`src/rtl/mc_main_control.sv`:
```
// Main control FSM for the multicycle MIPS datapath: sequences fetch/decode/execute/
// memory/writeback and decodes datapath controls from state. Optional ADDI support: MC_ADDI_EN.
module mc_main_control #(
  parameter logic [5:0] OP_RTYPE = 6'b000000,
  parameter logic [5:0] OP_LW    = 6'b100011,
  parameter logic [5:0] OP_SW    = 6'b101011,
  parameter logic [5:0] OP_BEQ   = 6'b000100,
  parameter logic [5:0] OP_J     = 6'b000010,
  parameter logic [5:0] OP_ADDI  = 6'b001000
) (
  input  logic       clk,
  input  logic       rst_n,
  input  logic [5:0] opcode,
  input  logic       mem_ready,
  output logic       mem_read,
  output logic       mem_write,
  output logic       iord,
  output logic       ir_write,
  output logic       pc_write,
  output logic       branch,
  output logic [1:0] pc_src,
  output logic       alu_src_a,
  output logic [1:0] alu_src_b,
  output logic [1:0] alu_op,
  output logic       reg_dst,
  output logic       mem_to_reg,
  output logic       reg_write,
  output logic       illegal_op,
  output logic       instr_done,
  output logic [3:0] state
);

  typedef enum logic [3:0] {
    FETCH  = 4'd0,  DECODE = 4'd1,  MEMADR = 4'd2,  MEMRD  = 4'd3,
    MEMWB  = 4'd4,  MEMWR  = 4'd5,  RTEX   = 4'd6,  RTWB   = 4'd7,
    BEQEX  = 4'd8,  ADDIEX = 4'd9,  ADDIWB = 4'd10, JEX    = 4'd11
  } state_t;

  state_t state_q;
  state_t state_d;
  state_t decode_next;
  logic   op_known;
  logic   retire;

  // Opcode dispatch out of DECODE; unrecognised opcodes fall back to FETCH.
  always_comb begin
    decode_next = FETCH;
    op_known    = 1'b1;
    case (opcode)
      OP_LW, OP_SW: decode_next = MEMADR;
      OP_RTYPE:     decode_next = RTEX;
      OP_BEQ:       decode_next = BEQEX;
      OP_J:         decode_next = JEX;
`ifdef MC_ADDI_EN
      OP_ADDI:      decode_next = ADDIEX;
`else
      OP_ADDI:      op_known    = 1'b0;
`endif
      default:      op_known    = 1'b0;
    endcase
  end

  always_comb begin
    state_d = FETCH;
    retire  = 1'b0;
    case (state_q)
      FETCH:  state_d = mem_ready ? DECODE : FETCH;
      DECODE: state_d = decode_next;
      MEMADR: state_d = (opcode == OP_LW) ? MEMRD : MEMWR;
      MEMRD:  state_d = mem_ready ? MEMWB : MEMRD;
      MEMWB:  retire  = 1'b1;
      MEMWR: begin
        state_d = mem_ready ? FETCH : MEMWR;
        retire  = mem_ready;
      end
      RTEX:   state_d = RTWB;
      RTWB:   retire  = 1'b1;
      BEQEX:  retire  = 1'b1;
      JEX:    retire  = 1'b1;
`ifdef MC_ADDI_EN
      ADDIEX: state_d = ADDIWB;
      ADDIWB: retire  = 1'b1;
`endif
      default: state_d = FETCH;
    endcase
  end

  always_ff @(posedge clk or negedge rst_n) begin
    if (!rst_n) begin
      state_q    <= FETCH;
      instr_done <= 1'b0;
    end else begin
      state_q    <= state_d;
      instr_done <= retire;
    end
  end

  assign state = state_q;

  always_comb begin
    mem_read   = 1'b0;
    mem_write  = 1'b0;
    iord       = 1'b0;
    ir_write   = 1'b0;
    pc_write   = 1'b0;
    branch     = 1'b0;
    pc_src     = 2'b00;
    alu_src_a  = 1'b0;
    alu_src_b  = 2'b00;
    alu_op     = 2'b00;
    reg_dst    = 1'b0;
    mem_to_reg = 1'b0;
    reg_write  = 1'b0;
    illegal_op = 1'b0;
    case (state_q)
      FETCH: begin
        mem_read  = 1'b1;
        alu_src_b = 2'b01;
        ir_write  = mem_ready;
        pc_write  = mem_ready;
      end
      DECODE: begin
        alu_src_b  = 2'b11;
        illegal_op = ~op_known;
      end
      MEMADR: begin
        alu_src_a = 1'b1;
        alu_src_b = 2'b10;
      end
      MEMRD: begin
        iord     = 1'b1;
        mem_read = 1'b1;
      end
      MEMWB: begin
        mem_to_reg = 1'b1;
        reg_write  = 1'b1;
      end
      MEMWR: begin
        iord      = 1'b1;
        mem_write = 1'b1;
      end
      RTEX: begin
        alu_src_a = 1'b1;
        alu_op    = 2'b10;
      end
      RTWB: begin
        reg_dst   = 1'b1;
        reg_write = 1'b1;
      end
      BEQEX: begin
        alu_src_a = 1'b1;
        alu_op    = 2'b01;
        pc_src    = 2'b01;
        branch    = 1'b1;
      end
      JEX: begin
        pc_src   = 2'b10;
        pc_write = 1'b1;
      end
`ifdef MC_ADDI_EN
      ADDIEX: begin
        alu_src_a = 1'b1;
        alu_src_b = 2'b10;
      end
      ADDIWB: reg_write = 1'b1;
`endif
      default: ;
    endcase
    // Reset suppresses every strobe that could alter memory, PC, IR or registers.
    if (!rst_n) begin
      mem_read  = 1'b0;
      mem_write = 1'b0;
      ir_write  = 1'b0;
      pc_write  = 1'b0;
      branch    = 1'b0;
      reg_write = 1'b0;
    end
  end

endmodule
```
`config.mk`:
```
export PLATFORM = sky130hd
export DESIGN_NAME = mc_main_control
export DESIGN_NICKNAME = d
export VERILOG_FILES = /design/src/rtl/mc_main_control.sv
export SDC_FILE = /design/constraint.sdc
export NUM_CORES = 1
export LEC_CHECK = 0
export ABC_AREA = 1
export BUFFER_PORTS_ARGS = -buffer_cell sky130_fd_sc_hd__buf_2
export CORE_UTILIZATION = 41
export CTS_CLUSTER_SIZE = 8
export DETAILED_ROUTE_END_ITERATION = 10
export PLACE_DENSITY = 0.78
export REMOVE_ABC_BUFFERS = 1
export SLEW_MARGIN = 10
export SYNTH_ARGS = -nofsm -noshare
export SYNTH_HDL_FRONTEND = slang
export SYNTH_SLANG_ARGS = --single-unit
```
`constraint.sdc`:
```
create_clock -name clk -period 1.1 [get_ports clk]
set_input_delay 0.055 -clock clk [delete_from_list [all_inputs] [get_ports clk]]
set_output_delay 0.055 -clock clk [all_outputs]
set_load 0.005 [all_outputs]
```
==> flow_metrics.env <==
export IMPL_fin_nets=151
export IMPL_io_buffers=30
export IMPL_clkTransAtPathRegs_ps=50
export IMPL_ys_warn_count=0
export IMPL_crit_chain="nor2_4 > nand2_2 > nor2_4 > inv_2 > a21oi_2 > buf_2"
export IMPL_synthDistinctLibCells=17
export IMPL_cp_slowest_stage_delay_ps=440
export IMPL_grt_remaining_overflow=0
export IMPL_worst_setup_path_end_kind="output port"
export IMPL_drt_vias_per_instance=5.13
export IMPL_slowest_stage="dfrtp_2"
export IMPL_fmax_mhz=698
export IMPL_ir_drop_uv=570
export IMPL_cp_max_fo=4
export IMPL_drive_gt1_share_pct=59.6
export IMPL_row_count=12
export IMPL_wl_per_cell_um=12.7
export IMPL_cts_buffers=3
export IMPL_syn_inst=94
export IMPL_area_growth_pct=71.4
export IMPL_power_w=0.000735
export IMPL_cp_start_kind="flip-flop"
export IMPL_finalHoldViolCount=0
export IMPL_crit_top_cell="nor2_4"
export IMPL_initial_core_util_pct=46.1
export IMPL_diodes=0
export IMPL_failed_checks="negative setup slack"
export IMPL_yosysSeqAreaShare_pct=23.5
export IMPL_rsz0062_at_grt="yes"
export IMPL_clock_skew_ps=4.53
export IMPL_hold_slack_ps=138
export IMPL_fin_ws_ps=-333
export IMPL_grt_pass1_vias=647
export IMPL_critPathTopFamily="flip-flops"
export IMPL_htreeDepth=1
export IMPL_route_final_wire_length_mm=1.97
export IMPL_final_max_slew_viol_count=0
export IMPL_vias=795
export IMPL_finalWeightedCongestion=0.825
export IMPL_crit_type="reg -> out"
export IMPL_avgSynthCellArea_um2=5.67
export IMPL_grt_use_total_pct=27.8
export IMPL_cap_violations=0
export IMPL_core_area_um2=1160
export IMPL_grt_pass1_wl_mm=2.68
export IMPL_hp_class="in -> reg"
export IMPL_grt_antenna_before_repair=0
export IMPL_arrival_ps=1380
export IMPL_die_area_um2=1450
export IMPL_die_w_um=38.1
export IMPL_grt_max_degree=7
export IMPL_ys_seq_elements=5
export IMPL_finalSetupTns_ps=-4080
export IMPL_status="finished with violations"
export IMPL_setup_viol=21
export IMPL_cp_data_required_time_ps=1040
export IMPL_cp_buffers_inverters=2
export IMPL_place_hpwl_mm=1.19
export IMPL_final_min_clock_period_ps=1430
export IMPL_root_buffer="clkbuf_4"
export IMPL_fp_dieH_um=38.1
export IMPL_p_leak_nw=0.601
export IMPL_cts_sinks=5
export IMPL_cts_tree="yes"
export IMPL_insertion_delay_ps=240
export IMPL_rrSetupSlack_ps=-160
export IMPL_cellPowerDensity_nw_per_um2=805
export IMPL_n_fill_cell=94
export IMPL_ant_nets=0
export IMPL_drc=0
export IMPL_syn_cell_area_um2=533
export IMPL_worstMarginPinSlew_ps=290
export IMPL_max_slew_margin_pct=80.6
export IMPL_first_iter_violations=31
export IMPL_ioPinCount=31
export IMPL_cts_buffer_depth=2
export IMPL_dr_pass1_iters=5
export IMPL_fin_crit_sh_pct=130
-- final timing paths --
path,start,end,cells after the start
setup / recovery,state[3],pc_write,6
hold / removal,opcode[0],state[3],4
setup reg to reg,state[1],state[2],8
hold reg to reg,state[3],state[3],3
max in group asynchronous,rst_n,state[2],2
min in group asynchronous,rst_n,state[3],2
-- per-layer routing --
metal  wire (um)  share of wire, %  global-route usage (%)
met5           0                 0                       0
met4          58               2.9                    13.4
met3         136               6.9                    9.88
met2        1030                52                    50.0
met1         746                38                    27.7
-- synthesized netlist by cell type --
cell type	instances	share of area, %
a21oi_1	2	1.9
o21ai_0	2	1.9
nor2_4	1	2.1
nor3_2	1	1.9
clkinv_2	1	0.94
dfrtp_1	5	23
nand3_1	9	8.5
nor3_1	1	0.94
nor2_1	19	13
inv_1	14	9.9
nor2_2	7	8.2
nand2_2	4	4.7
nand3_2	1	1.9
inv_2	3	2.1
a21oi_2	1	1.6
o22ai_1	1	1.2
nand2_1	22	15
-- worst register-to-register path, stage by stage, from the launching register on --
cell and delay (ps):
dfrtp_2 460, buf_6 130, buf_6 120, nand2_4 80, inv_2 50, nand2_2 70, nand2_1 60, nor2_1 80
nand3_1 90
-- registers in the layout (all words and copies together), names as in the netlist --
register,count
instr_done,1
state,4
-- cell families after synthesis --
kind of cell           share of synthesized area [%]
AND/OR/NAND/NOR                                 57.0
buffers and inverters                           12.9
AO/OA/AOI/OAI                                   6.57
flip-flops                                      23.5
-- power breakdown --
group	internal, W	leakage (nW)	switching [W]
combinational	0.000132	0.524	0.000169
clock	0.000138	0.0150	0.0000811
sequential	0.000197	0.0619	0.0000177
-- stage by stage --
stage | setup slack, ps | std cells | area (um2) | utilization (%)
final | -333 | 155 | 913 | 79.0
after global routing | -395 | 155 | 913 | 79.0
after CTS | -256 | 153 | 851 | 73.6
after detailed placement | -68.1 | 143 | 738 | 63.9
after global placement | -18.8 | 143 | 738 | 63.9
after floorplan | 70.2 | 94 | 533 | -
-- final cells by class --
| class | count | area [um2] | area share [%] |
|---|---|---|---|
| clock buffer | 4 | 26.3 | 2.88 |
| sequential | 5 | 130 | 14.2 |
| multi-input combinational | 71 | 399 | 43.7 |
| inverter | 18 | 72.6 | 7.95 |
| timing repair buffer | 43 | 268 | 29.3 |
| tap | 14 | 17.5 | 1.92 |
-- placed cells by master, fill, tap and decap left out, drive strengths merged --
cell	instances
buf	42
nor2	27
nand2	26
inv	17
nand3	10
dfrtp	5
clkbuf	4
a21oi	3
o21ai	2
nor3	2
clkinv	1
o22ai	1
dlygate4sd3	1
-- timing repair --
action,CTS,global route
hold endpoints to repair,5,0
buffers inserted,5,2
hold buffers,1,0
setup endpoints to repair,20,21
resized for setup,16,17
pin swaps,2,11
Power figures use the tool's default switching activity.
